File: config.mk
export PLATFORM = sky130hd
export DESIGN_NAME = byte_packer
export DESIGN_NICKNAME = d
export VERILOG_FILES = /design/src/rtl/byte_packer_pkg.sv /design/src/rtl/out_reg_slice.sv /design/src/rtl/byte_packer.sv
export SDC_FILE = /design/constraint.sdc
export NUM_CORES = 1
export LEC_CHECK = 0
export CORE_ASPECT_RATIO = 1.25
export CORE_MARGIN = 10
export CORE_UTILIZATION = 61
export CTS_CLUSTER_DIAMETER = 100
export DETAILED_ROUTE_END_ITERATION = 8
export DONT_BUFFER_PORTS = 1
export PLACE_DENSITY = 0.8
export SYNTH_ARGS = -nofsm -noshare
export SYNTH_HDL_FRONTEND = slang
export SYNTH_HIERARCHICAL = 1
export SYNTH_SLANG_ARGS = --single-unit
File: constraint.sdc
create_clock -name clk -period 4.4 [get_ports clk]
set_input_delay 1.1 -clock clk [delete_from_list [all_inputs] [get_ports clk]]
set_output_delay 1.1 -clock clk [all_outputs]
set_load 0.05 [all_outputs]
File: src/rtl/byte_packer_pkg.sv
// Shared definitions for the byte packer: output-register FSM states and
// the default word width in bytes.
package byte_packer_pkg;

    localparam int NBYTES_DEFAULT = 4;

    typedef enum logic {
        FILL = 1'b0,
        HOLD = 1'b1
    } state_t;

endpackage

File: src/rtl/out_reg_slice.sv
// One-entry output register with valid/ready handshake. FILL means empty,
// HOLD means a word is waiting for the consumer.
module out_reg_slice
    import byte_packer_pkg::*;
#(
    parameter int DW = 32,
    parameter int CW = 3
) (
    input  logic          i_clk,
    input  logic          i_reset,
    input  logic          i_load,
    input  logic [DW-1:0] i_word,
    input  logic [CW-1:0] i_nbytes,
    input  logic          i_ready,
    output logic [DW-1:0] o_word,
    output logic [CW-1:0] o_nbytes,
    output logic          o_valid,
    output logic          o_free
);

    state_t        r_state;
    state_t        w_state_nxt;
    logic [DW-1:0] r_word;
    logic [CW-1:0] r_nbytes;

    always_ff @(posedge i_clk) begin
        if (i_reset) begin
            r_state <= FILL;
        end else begin
            r_state <= w_state_nxt;
        end
    end

    always_comb begin
        w_state_nxt = r_state;
        case (r_state)
            FILL:    if (i_load) w_state_nxt = HOLD;
            HOLD:    if (i_ready && !i_load) w_state_nxt = FILL;
            default: w_state_nxt = FILL;
        endcase
    end

    // Data only changes on a load, so it stays put while the consumer stalls.
    always_ff @(posedge i_clk) begin
        if (i_reset) begin
            r_word   <= '0;
            r_nbytes <= '0;
        end else if (i_load) begin
            r_word   <= i_word;
            r_nbytes <= i_nbytes;
        end
    end

    assign o_word   = r_word;
    assign o_nbytes = r_nbytes;
    assign o_valid  = (r_state == HOLD);
    assign o_free   = !o_valid || i_ready;

endmodule

File: src/rtl/byte_packer.sv
// Packs a serial byte stream into NBYTES-wide words with per-word endian
// selection and flush of partially assembled words.
module byte_packer
    import byte_packer_pkg::*;
#(
    parameter int NBYTES = NBYTES_DEFAULT
) (
    input  logic                         clk,
    input  logic                         reset,
    input  logic [7:0]                   in_byte,
    input  logic                         in_valid,
    output logic                         in_ready,
    input  logic                         big_endian,
    input  logic                         flush,
    output logic [8*NBYTES-1:0]          out_word,
    output logic [$clog2(NBYTES+1)-1:0]  out_nbytes,
    output logic                         out_valid,
    input  logic                         out_ready
);

    localparam int              CW   = $clog2(NBYTES + 1);
    localparam logic [CW-1:0]   LAST = CW'(NBYTES - 1);

    logic [NBYTES-1:0][7:0] r_asm;
    logic [NBYTES-1:0][7:0] w_asm_nxt;
    logic [NBYTES-1:0]      w_hit;
    logic [CW-1:0]          r_cnt;
    logic [CW-1:0]          w_cnt_eff;
    logic [CW-1:0]          w_lane;
    logic                   r_be;
    logic                   r_flush_pend;
    logic                   w_mode;
    logic                   w_in_xfer;
    logic                   w_full;
    logic                   w_flush_req;
    logic                   w_flush_go;
    logic                   w_move;
    logic                   w_free;

    // A pending flush blocks input so the flushed word keeps its byte count.
    assign in_ready  = !reset && !r_flush_pend &&
                       !((r_cnt == LAST) && out_valid && !out_ready);
    assign w_in_xfer = in_valid && in_ready;

    assign w_mode    = (r_cnt == '0) ? big_endian : r_be;
    assign w_lane    = w_mode ? (LAST - r_cnt) : r_cnt;
    assign w_cnt_eff = r_cnt + {{(CW-1){1'b0}}, w_in_xfer};

    for (genvar g = 0; g < NBYTES; g++) begin : g_lane
        assign w_hit[g]     = (w_lane == CW'(g));
        assign w_asm_nxt[g] = (w_in_xfer && w_hit[g]) ? in_byte : r_asm[g];
    end

    // A full word absorbs a coincident flush; empty flushes never emit.
    assign w_full      = w_in_xfer && (r_cnt == LAST);
    assign w_flush_req = flush || r_flush_pend;
    assign w_flush_go  = w_flush_req && w_free && (w_cnt_eff != '0) && !w_full;
    assign w_move      = w_full || w_flush_go;

    always_ff @(posedge clk) begin
        if (reset) begin
            r_cnt        <= '0;
            r_asm        <= '0;
            r_be         <= 1'b1;
            r_flush_pend <= 1'b0;
        end else begin
            r_flush_pend <= w_flush_req && !w_move && (w_cnt_eff != '0);
            if (w_in_xfer && (r_cnt == '0)) begin
                r_be <= big_endian;
            end
            if (w_move) begin
                r_cnt <= '0;
                r_asm <= '0;
            end else begin
                r_cnt <= w_cnt_eff;
                r_asm <= w_asm_nxt;
            end
        end
    end

    out_reg_slice #(
        .DW (8*NBYTES),
        .CW (CW)
    ) u_out (
        .i_clk    (clk),
        .i_reset  (reset),
        .i_load   (w_move),
        .i_word   (w_asm_nxt),
        .i_nbytes (w_cnt_eff),
        .i_ready  (out_ready),
        .o_word   (out_word),
        .o_nbytes (out_nbytes),
        .o_valid  (out_valid),
        .o_free   (w_free)
    );

endmodule

==> summary.md, run 1 <==
| Metric | Value |
|---|---|
| Status | finished clean |
| # clock sinks | 73 |
| First-pass GRT wire length | around 12 mm |
| Crit Path Category | primary input to flop |
| Hold buffer count at cts | 0 |
| Pwr dens | 419.2 nW/um^2 |
| Die Area | 8952 sq um |
| Tot Pwr | about 1.5 mW |
| Synthesized area | about 3400 sq um |
| Cell Rows | 30 |
| Drt pass-1 iters | 4 |
| Vias in the first global route | 2,272 |
| Max Cap Violations | 0 |
| Drt total wl | ~7 mm |
| # resized after CTS | 0 |
| Starting Density | 62.66% |
| Max rail drop VDD | 310.0 uV |
| Synthesis-to-finish area growth | 4.913% |
| DRC | 0 |
| Largest net degree at the start of global routing | 44 |
| Reg-to-reg endpoint | u_out/o_word[27] |
| Routed Antenna Nets | 0 |
| Layout Nets | between 300 and 400 |
| Max incr delay on CP | about 460 ps |
| Width of the die | around 87 microns |
| IO buf count | 0 |
| GRT overflow | 0 |
| Yosys warns | 6 |
| Clk Latency, worst-skew pair | about 350 ps |
| Netlist cell types | 37 |
| Via count | 2,251 |
| # setup viols final | 0 |
| Max Root-Sink Buffers | 2 |
| RSZ-0062 raised after global routing | no |
| Synthesized net count | roughly 330 |
| Tcrit/Tclk final | between 70% and 80% |
| Total GRT Usage | around 16% |
| Drt wl/cell | about 19 microns |
| Worst-path fanout max | 40 |
| Num CTS Buffers | 9 |
| Clk_skew | 11.94 ps |
| DP Wirelength | about 4.8 mm |
| Critical Path, Cell by Cell | or3b_4, nor2_1, ha_1, ha_1, xor2_1, o31ai_4, o31ai_4, buf_4, mux2i_1, nor2_1 |
| Vias per inst | approximately 6 |
| Hold Violations, Final | 0 |
| Multi-input gate area | roughly 1700 sq um |
| Number of H-tree levels | 3 |
| Synthesis-stage register bit count | between 70 and 80 |
| Core area | between 5000 and 6000 sq um |
| DRT iter0 DRCs | 138 |
| Final hold slack | 470.9 ps |
| Hold crit path type | flop to flop |
| Critical R2R Launch | r_cnt[0] |
| Most frequent cells in the layout | dfxtp_1 (73), mux2i_1 (68), nand3_1 (40) |
| Crit path to | u_out/o_word[27] |
| TritonCTS clock tree | done |
| Reg2Reg Depth | 11 |
| Fin. max-slew vios | 0 |
| GP Congestion | ~0.77 |
| Register area | between 1000 and 1500 sq um |
| Setup crit end kind | flop |
| CP max-delay cell | buf_4 |
| Ant. Diodes | 0 |
| Initial antenna violation count | 0 |
| Worst slew margin | ~24% |
| Register area share after synthesis | 43.15% |
| Root buffer cell | clkbuf_8 |
| Height of the die | 103.3 microns |
| Total Neg Setup Slack | 0 ps |
| Most common cell after layout, fill and taps aside | dfxtp_1 |
| Startpoint types | primary input |
| Clock-pin slew on the worst setup and hold paths | 70 ps |
| IO Count | slightly above 50 |
| Synthesized instance count | 312 |
| Syn Area/Cell | 10.86 sq um |
| Leak pwr | roughly 1.5 nW |
| WP data arrival | about 3500 ps |
| Least-Margin Pin Slew | 1136 ps |
| Share of cells above drive strength 1 | between 20% and 30% |
| Fillers | around 420 |
| FF-to-FF setup slack | 1170 ps |
| Post-CTS Setup Bufs | 0 |
| FMAX | 308.5 MHz |
| Worst endpoint required time | 4640 ps |
| Crit. Startpoint | reset |
| Final Critical Period | between 3000 and 4000 ps |
## final cells by class
| cell class | count | share of cell area (%) |
|---|---|---|
| Clock inverter | 4 | 2.077 |
| Multi-Input combinational cell | 213 | 49.23 |
| Timing Repair Buffer | 3 | 0.6338 |
| Tap cell | 64 | 2.254 |
| Clock buffer | 12 | 4.366 |
| Inverter | 3 | 0.3169 |
| Sequential cell | 73 | 41.13 |
## through the flow
stage	instances	area (sq um)	util, %	setup WS [ps]
4_1_cts	372	3553	65.74	1177
2_1_floorplan	312	3387	-	887.7
3_3_place_gp	356	3324	61.50	906.7
5_1_grt	372	3553	65.74	945.7
6_report	372	3553	65.74	1158
3_5_place_dp	356	3324	61.50	806.1
## registers in the layout (all words and copies together), names as in the netlist
signal          flops
u_out/o_nbytes      3
u_out/o_word       32
r_cnt               3
r_flush_pend        1
r_asm              32
u_out/o_valid       1
r_be                1
## synth_stat cells
| cell | number | area, sq um |
|---|---|---|
| dfxtp_1 | 73 | 1461 |
| mux2i_1 | 68 | 680.7 |
| nand3_1 | 40 | 200.2 |
| nor2_1 | 38 | 142.6 |
| mux2_2 | 29 | 326.6 |
| clkbuf_1 | 11 | 41.29 |
| buf_6 | 5 | 56.30 |
| and3_1 | 4 | 25.02 |
| buf_12 | 4 | 80.08 |
| nand2b_1 | 4 | 25.02 |
| buf_2 | 3 | 15.01 |
| inv_1 | 3 | 11.26 |
| mux2_4 | 3 | 45.04 |
| ha_1 | 2 | 25.02 |
| nand3_4 | 2 | 35.03 |
| nor3_1 | 2 | 10.01 |
| a21oi_1 | 1 | 5.000 |
| a311oi_4 | 1 | 26.28 |
| and3_2 | 1 | 7.510 |
| nand2_1 | 1 | 3.750 |
| nand3_2 | 1 | 10.01 |
| nand3b_1 | 1 | 7.510 |
| nor2b_1 | 1 | 6.260 |
| nor3b_1 | 1 | 7.510 |
| o211a_1 | 1 | 10.01 |
| o211ai_1 | 1 | 7.510 |
| o21a_1 | 1 | 7.510 |
| o311a_1 | 1 | 10.01 |
| o311ai_2 | 1 | 16.27 |
| o31a_2 | 1 | 10.01 |
| o31ai_1 | 1 | 7.510 |
| o31ai_2 | 1 | 12.51 |
| o32ai_1 | 1 | 8.760 |
| or3b_4 | 1 | 11.26 |
| or4_2 | 1 | 8.760 |
| or4b_4 | 1 | 13.76 |
| xor2_1 | 1 | 8.760 |
## routing by layer
layer	share of wire, %	GRT usage [%]
met5	0	0
met3	7.6	6.897
met2	48	26.62
met1	42	18.45
met4	2.4	7.491
## report_power, final
part | total (mW) | internal, mW | leakage [nW] | switching [mW]
Clock | 0.595 | 0.352 | 0.117 | 0.244
Combinational | 0.180 | 0.0773 | 0.777 | 0.102
Sequential | 0.715 | 0.678 | 0.590 | 0.0367
## logic make-up after synthesis
group	Yosys count	synth area share, %
simple gates	99	15.18
fa+ha+maj	2	0.7387
compound gates	11	3.584
xor+xnor	1	0.2586
flops	73	43.15
mux	100	31.07
buf+inv	26	6.021
## worst max-delay path: cells and delay by family
| kind | cells | cell delay, ps |
|---|---|---|
| and+or+nand+nor | 3 | 590 |
| buffers and inverters | 1 | 460 |
| xor gates and xnor gates | 1 | 380 |
| AOI/OAI and AO/OA | 2 | 380 |
| adders and majority gates | 2 | 310 |
| muxes | 1 | 240 |
## how the worst min path moves through the flow
stage / start / endpoint / slack [ps] / cells past startpoint
global route: r_asm[3] / r_asm[3] / 490 / 2
floorplan: r_asm[24] / r_asm[24] / 440 / 2
finish: r_asm[26] / r_asm[26] / 470 / 2
detailed placement: r_asm[26] / r_asm[26] / 460 / 2
CTS: r_asm[26] / r_asm[26] / 470 / 2
global placement: r_asm[24] / r_asm[24] / 450 / 2
Power figures use the tool's default switching activity.
==> run 2, diff against run 1 <==
==> constraint.sdc (replaced) <==
create_clock -name clk -period 3.2 [get_ports clk]
set_input_delay 0.8 -clock clk [delete_from_list [all_inputs] [get_ports clk]]
set_output_delay 0.8 -clock clk [all_outputs]
set_load 0.05 [all_outputs]
==> summary.md, run 2 (synthesized netlist as in run 1, its figures left out) <==
| Metric | Value |
|---|---|
| Final hold slack | 473.4 ps (+2.510 ps) |
| Height of the die | 103.3 microns (unchanged) |
| Total Neg Setup Slack | 0 ps (unchanged) |
| Largest net degree at the start of global routing | 44 (unchanged) |
| Drt pass-1 iters | 4 (unchanged) |
| Setup crit end kind | flop |
| Status | finished clean |
| Clock-pin slew on the worst setup and hold paths | 70 ps (about the same) |
| Startpoint types | flop |
| Most frequent cells in the layout | dfxtp_1 (73), mux2i_1 (68), nand3_1 (40) |
| Hold crit path type | flop to flop |
| Max Root-Sink Buffers | 2 (unchanged) |
| Num CTS Buffers | 9 (unchanged) |
| Clock network power share | 37.4% (-2.6 points) |
| DRT iter0 DRCs | 182 (+32%) |
| Width of the die | 86.65 microns (unchanged) |
| Via count | 2,268 (+0.76%) |
| Tot Pwr | 1.993 mW (+34%) |
| GP Congestion | 0.7956 (+3.8%) |
| Drt total wl | 7.170 mm (+2.8%) |
| Leak pwr | 1.518 nW (+2.4%) |
| # resized after CTS | 0 (unchanged) |
| Max incr delay on CP | 510 ps (+50 ps) |
| Root buffer cell | clkbuf_8 |
| PnR worst setup slack | 340.8 ps (-817.1 ps) |
| DP Wirelength | 4.938 mm (+3.5%) |
| First-pass GRT wire length | 11.66 mm (+0.72%) |
| TritonCTS clock tree | done |
| FMAX | approximately 350 MHz |
| Int Pwr | 1.476 mW (+33%) |
| Vias in the first global route | 2,267 (-0.22%) |
| Fillers | 437 (+4.5%) |
| Drt wl/cell | 18.92 microns (+0.85%) |
| Pwr dens | 552.8 nW/um^2 (+32%) |
| Crit Path Category | flop to flop |
| Cell Rows | 30 (unchanged) |
| Total GRT Usage | 16.53% (+0.070 points) |
| Worst endpoint required time | 3430 ps (-1210 ps) |
| Post-route insts no fill | 379 (+1.9%) |
| Hold Violations, Final | 0 (unchanged) |
| Register area | 1461 sq um (unchanged) |
| Core area | 5405 sq um (unchanged) |
| Most common cell after layout, fill and taps aside | dfxtp_1 |
| Post-CTS Setup Bufs | 0 (unchanged) |
| Tcrit/Tclk final | between 80% and 90% |
| Max Cap Violations | 0 (unchanged) |
| Logic pwr share | 13.7% (+1.6 points) |
| Sw Ratio | 25.93% (+0.25 points) |
| # clock sinks | 73 (unchanged) |
| Share of cells above drive strength 1 | 21.59% (+1.1 points) |
| DRC | 0 (unchanged) |
| Area after DPL | 3397 sq um (+2.2%) |
| Least-Margin Pin Slew | 554.8 ps (-580.9 ps) |
| Clk Latency, worst-skew pair | 340 ps (about the same) |
| Die Area | 8952 sq um (unchanged) |
| Vias per inst | 5.984 (-1.1%) |
| Number of H-tree levels | 3 (unchanged) |
| DP Worst Slack | 260.8 ps (-545.3 ps) |
| Multi-input gate area | 1744 sq um (-0.29%) |
| IO Count | 51 (unchanged) |
| Ant. Diodes | 0 (unchanged) |
| GRT overflow | 0 (unchanged) |
| Critical Path, Cell by Cell | nand3b_1, nor3b_1, nor2_1, ha_1, ha_1, o31ai_4, o31ai_4, buf_4, mux2i_1, nor2_1 |
| Sw power | 516.8 uW (+35%) |
| IO buf count | 0 (unchanged) |
| Routed Antenna Nets | 0 (unchanged) |
| Top Family by Delay on Critical Path | simple AND/OR/NAND/NOR gates |
| CP max-delay cell | dfxtp_1 |
| Hold buffer count at cts | 0 (unchanged) |
| Final instance area | 3605 sq um (+1.4%) |
| Max rail drop VDD | 432.9 uV (+40%) |
| Layout Nets | 326 (+2.2%) |
| # setup viols final | 0 (unchanged) |
| Seq pwr share | 48.9% (+0.9 points) |
| Worst slew margin | 62.96% (+39 points) |
| Starting Density | 62.66% (unchanged) |
| Layout Utilization | 66.69% (+0.95 points) |
| Worst-path fanout max | 24 (-40%) |
| Initial antenna violation count | 0 (unchanged) |
| RSZ-0062 raised after global routing | no |
| Fin. max-slew vios | 0 (unchanged) |
| Synthesis-to-finish area growth | 6.428% |
| Clk_skew | 10.05 ps (-1.889 ps) |
| Buf+Inv Stages, Crit Path | 1 (unchanged) |
| Inst Count DP | 363 (+2.0%) |
| Final Critical Period | ~2900 ps |
| WP data arrival | 3090 ps (-390 ps) |
-- run 2: final timing paths --
check        startpoint               end  slack (ps)  depth (start not counted)
max            r_cnt[1]  u_out/o_word[28]         340                         10
min           r_asm[23]         r_asm[23]         470                          2
min reg2reg   r_asm[23]         r_asm[23]         470                          2
max reg2reg    r_cnt[1]  u_out/o_word[28]         340                         10
-- run 2: power by group through the flow --
stage               Clock, mW  Sequential, mW  Combinational, mW
floorplan                   0           0.998              0.245
global placement            0           0.994              0.268
detailed placement          0           0.995              0.273
CTS                     0.759           0.974              0.273
global route            0.802           0.977              0.293
finish                  0.746           0.974              0.273
-- run 2: worst reg2reg max path, stage by stage, from the launching register on --
cell      delay [ps]
dfxtp_1          510
nand3b_1         250
nor3b_1          300
nor2_1            90
ha_1             180
ha_1             360
o31ai_4          380
o31ai_4          130
buf_4            280
mux2i_1          220
nor2_1            60
-- run 2: area by class of cell --
cell class	count	area share, %
multi-input combinational	213	48.39
sequential	73	40.54
clock buffer	14	4.790
timing repair buffer	10	2.777
tap	64	2.221
clock inverter	2	0.9719
inverter	3	0.3124
-- run 2: metal layers --
layer | routed length (microns) | part of all wire [%] | vias to the layer above | track usage [%]
li1 | - | - | 1112 | -
met1 | 2826 | 39 | 1106 | 16.82
met2 | 3677 | 51 | 41 | 28.50
met3 | 564 | 7.9 | 9 | 8.072
met4 | 102 | 1.4 | 0 | 6.367
met5 | 0 | 0 | - | 0
